--- config.mk ---
export PLATFORM = sky130hd
export DESIGN_NAME = if_fetch_stage
export DESIGN_NICKNAME = d
export VERILOG_FILES = /design/src/rtl/if_fetch_stage.sv
export SDC_FILE = /design/constraint.sdc
export NUM_CORES = 1
export LEC_CHECK = 0
export BUFFER_PORTS_ARGS = -buffer_cell sky130_fd_sc_hd__buf_4
export CORE_MARGIN = 2
export CORE_UTILIZATION = 61
export CTS_BUF_LIST = sky130_fd_sc_hd__clkbuf_4
export CTS_CLUSTER_SIZE = 10
export DETAILED_ROUTE_END_ITERATION = 8
export GPL_ROUTABILITY_DRIVEN = 1
export PLACE_DENSITY = 0.79
export SLEW_MARGIN = 20
export SYNTH_ARGS = -nofsm -noshare
export SYNTH_HDL_FRONTEND = slang
export SYNTH_SLANG_ARGS = --single-unit
--- constraint.sdc ---
create_clock -name clk -period 5.4 [get_ports clk]
set_input_delay 0.81 -clock clk [delete_from_list [all_inputs] [get_ports clk]]
set_output_delay 0.81 -clock clk [all_outputs]
set_load 0.03 [all_outputs]
--- src/rtl/if_fetch_stage.sv ---
// Instruction fetch stage: 16-word instruction memory, PC register with
// stall/redirect handling, a RUN/HALT controller that parks the stage on a
// terminal fetch, and a saturating count of sequential fetches.
module if_fetch_stage (
  input  logic        clk,
  input  logic        reset,
  input  logic        PC_Write,
  input  logic        branch_taken,
  input  logic [63:0] branch_target,
  input  logic        imem_we,
  input  logic [3:0]  imem_waddr,
  input  logic [31:0] imem_wdata,
  output logic [63:0] PC_out,
  output logic [31:0] Instruction,
  output logic        IF_flush,
  output logic        halted,
  output logic [31:0] fetch_count
);

  localparam logic [31:0] NOP       = 32'h0000_0013;
  localparam logic [63:0] IMEM_SIZE = 64'd64;

  typedef enum logic {RUN = 1'b0, HALT = 1'b1} state_t;

  state_t      state, state_nxt;
  logic [63:0] pc, pc_nxt;
  logic [31:0] mem [16];
  logic [31:0] word;
  logic        terminal;
  logic        advance;

  // Memory write port; deliberately not touched by reset so a program
  // survives a core reset.
  always_ff @(posedge clk) begin
    if (imem_we) mem[imem_waddr] <= imem_wdata;
  end

  // Combinational read; a same-cycle write only shows up after the edge.
  always_comb begin
    word     = mem[pc[5:2]];
    terminal = (pc >= IMEM_SIZE) || (pc[1:0] != 2'b00) || (word == 32'h0);
  end

  // Next PC / next state by priority: redirect, stall, halt, terminal, +4.
  always_comb begin
    state_nxt = state;
    pc_nxt    = pc;
    advance   = 1'b0;
    if (branch_taken) begin
      pc_nxt    = branch_target;
      state_nxt = RUN;
    end else if (!PC_Write) begin
      pc_nxt = pc;
    end else if (state == HALT) begin
      pc_nxt = pc;
    end else if (terminal) begin
      state_nxt = HALT;
    end else begin
      pc_nxt  = pc + 64'd4;
      advance = 1'b1;
    end
  end

  // PC, state and fetch counter registers with synchronous reset.
  always_ff @(posedge clk) begin
    if (reset) begin
      pc          <= 64'h0;
      state       <= RUN;
      fetch_count <= 32'h0;
    end else begin
      pc    <= pc_nxt;
      state <= state_nxt;
      if (advance && (fetch_count != 32'hFFFF_FFFF))
        fetch_count <= fetch_count + 32'd1;
    end
  end

  // Output drive: a halted or terminal fetch presents a NOP downstream.
  always_comb begin
    PC_out      = pc;
    IF_flush    = branch_taken;
    halted      = (state == HALT);
    Instruction = ((state == RUN) && !terminal) ? word : NOP;
  end

endmodule

==> flow_summary.toml <==
[clock_tree]
cts.path.max_buffers = 3
cts_root_buf = "clkbuf_4"
clock-sinks = 613
cts_tree = "yes"
cts_hold_buffers = 0
cts_made_buffers = 149
htree_num_levels = 4
clk-insertion-delay-late_ns = 0.85
clk_pin_slew_ns = 0.06

[synth]
syn_avg_cell_area_um2 = 17.64
syn_nets = 1471
syn_inst = 1363
ys_ff_latch = 613
yosysWarnings = 0
synth.cell_area_um2 = 24050
yosysSeqAreaShare = 0.7235
ys_types = 50
synth-edff-count = 512
synth_ff_type = "edfxtp_1"
async_flop_share = 0

[detailed_routing]
avgRoutedWirePerCell_um = 25.16
drt-initial-drc-count = 1693
route.detailed.drc = 0
vias = 14660
wl_um = 59290
antenna_left = 0
dr.pass1.iters = 5
vias_per_cell = 6.220

[timing]
tns_ns = 0
final_max_slew_viol_count = 0
maxSlewHeadroom = 0.2582
skew_ns = 0.05507
min_period_ns = 5.284
setup_viol = 0
finalHoldViolCount = 0
timing.fmax_mhz = 189.3
min_period_over_period = 0.9785
tightest_slew_ns = 1.113
hold_ws_ns = 0.2045

[final_layout]
layout-drive-gt1-share = 0.3597
fillCellCount = 2364
fin_cells = 2357
finalInstanceArea_um2 = 28680
area_delta_synth_final_pct = 19.27
fin_nets = 1835

[global_routing]
grt_usage = 0.2906
grt_pass1_vias = 14720
grt_pass1_wl_um = 87690
antenna_found_initial = 3
overflow = 0
grt_start_max_net_pins = 110

[power]
p_leak_uw = 0.01007
powerDensity_nw_per_um2 = 346.5
irDropWorstVdd_mv = 0.2863

[floorplanning]
row_count = 72
die_height_um = 202.5
initial_core_util = 0.6207
fp.dieW_um = 202.5
io-pin-count = 235
die_area_um2 = 41020
design.core.area_um2 = 38740

[worst_hold_path]
hold_class = "primary input to flip-flop"

[worst_setup_path]
critPathRequiredTime_ns = 4.59
crit_top_cell = "buf_4"
cp_slowest_cell = "mux4_2"
start_kind = "flip-flop"
path_class = "flip-flop to primary output"
path_cells = "buf_12, mux4_2, a22oi_1, nand2_1, nor4b_2, nand4_1, buf_4, o41ai_4, buf_4, buf_12, a21oi_1, buf_4"
slowest_delay_ns = 0.54
cp-end-kind = "primary output"
cp_max_fo = 37
crit_arrival_ns = 4.47

[placement]
globalplace.congestion = 0.8540
placedCellCount = 2086
placement.io_buffers = 234
postPlaceCellArea_um2 = 26610
place_hpwl_um = 35770

[job]
drv_cap = 0

[outcome]
status = "finished clean"
[cell usage in the layout (no fill, tap or decap), types with 6 or more instances in the layout]
cell and n:
a311oi_1 9, nand4_1 13, nor2b_1 14, o21ai_0 24, mux2_1 7, mux2i_1 109
buf_4 279, nor2_4 12, nand3_1 20, mux4_2 113, clkbuf_4 224, edfxtp_1 512
inv_1 9, clkinv_1 28, o31ai_1 8, a21oi_1 43, a22oi_1 28, a221oi_1 19
nor3_1 13, or3_1 18, nor2_1 88, nand2_1 30, or4_1 12, dfxtp_1 98
and2_1 11, nor4_1 18, and4_1 8, and3_1 6
[where the power goes]
part	switching, uW	internal, uW
logic	437	322
registers	60.7	5230
clock network	1760	2130
[logic make-up after synthesis]
| group | synth area share |
|---|---|
| mux | 0.1550 |
| flops | 0.7235 |
| simple gates | 0.06057 |
| compound gates | 0.04158 |
| fa+ha+maj | 0.001561 |
| buf+inv | 0.01785 |
[metrics by stage]
step                      power, uW    util  worst slack, ns
final                          9936  0.7403           0.1162
after global placement         6107  0.6868           0.6803
after global routing          10290  0.7403         -0.04154
after CTS                      9989  0.7383         0.009499
after floorplan                5816       -            1.238
after detailed placement       6133  0.6870           0.5387
[worst paths after layout]
check	startpoint	end	slack (ns)	cells after the start
max	flip-flop	Instruction[14]	0.12	12
max reg2reg	flip-flop	flip-flop	1.14	12
min reg2reg	fetch_count[12]	fetch_count[12]	0.51	2
min	branch_target[11]	PC_out[11]	0.20	3
[routing by layer]
layer,vias to the layer above,GRT usage,share of wire
met5,-,0,0
met4,0,0.1160,0.024
met3,94,0.07432,0.11
met2,927,0.4535,0.49
met1,7282,0.3984,0.38
li1,6357,-,-
[registers in the layout, summed over array words and instances, names as in the netlist, named ones only]
| register | flops |
|---|---|
| PC_out | 64 |
| fetch_count | 32 |
| halted | 1 |
| mem | 512 |
[layout make-up]
type | instances | area, um2 | share of cell area
flip-flops and latches | 613 | 17410 | 0.6070
multi-input cells | 665 | 6371 | 0.2222
repair buffers | 287 | 2245 | 0.07827
clock buffers | 224 | 1682 | 0.05864
well taps | 518 | 648.1 | 0.02260
clock inverters | 35 | 274.0 | 0.009555
inverters | 11 | 41.29 | 0.001440
diodes | 4 | 10.01 | 0.0003490
[Yosys cell counts (all sizes together), types with 2 or more instances]
cell type / number / area, um2
edfxtp: 512 / 15370
mux4: 113 / 2545
mux2i: 109 / 1091
dfxtp: 101 / 2022
nor2: 100 / 375.4
a21oi: 43 / 215.2
buf: 42 / 267.8
clkbuf: 32 / 120.1
nand2: 30 / 112.6
a22oi: 28 / 210.2
o21ai: 26 / 130.1
nand3: 20 / 100.1
nor4: 20 / 125.1
a221oi: 19 / 166.4
nor3: 18 / 90.09
or3: 18 / 112.6
nor2b: 14 / 87.58
nand4: 13 / 81.33
or4: 12 / 90.09
and2: 11 / 68.82
a311oi: 9 / 78.83
inv: 9 / 33.78
and4: 8 / 70.07
mux2: 8 / 90.09
o31ai: 8 / 60.06
and3: 6 / 37.54
nand2b: 5 / 31.28
ha: 3 / 37.54
nor4b: 3 / 26.28
o211ai: 3 / 22.52
a22o: 2 / 17.52
clkinv: 2 / 7.510
nand3b: 2 / 15.01
o21a: 2 / 15.01
o221ai: 2 / 17.52
[repair_timing]
action                     in CTS  in global routing
setup endpoints to repair      23                 22
buffers inserted                1                  7
pin swaps                       1                  2
resized for setup               4                  3
[critical path, delay by kind of cell, from the launching register on]
kind | cells | cell delay (ns)
compound gates | 3 | 0.71
buf+inv | 5 | 1.07
flops | 1 | 0.51
mux | 1 | 0.54
simple gates | 3 | 0.76
No activity file was read; power rests on OpenSTA's default activity.
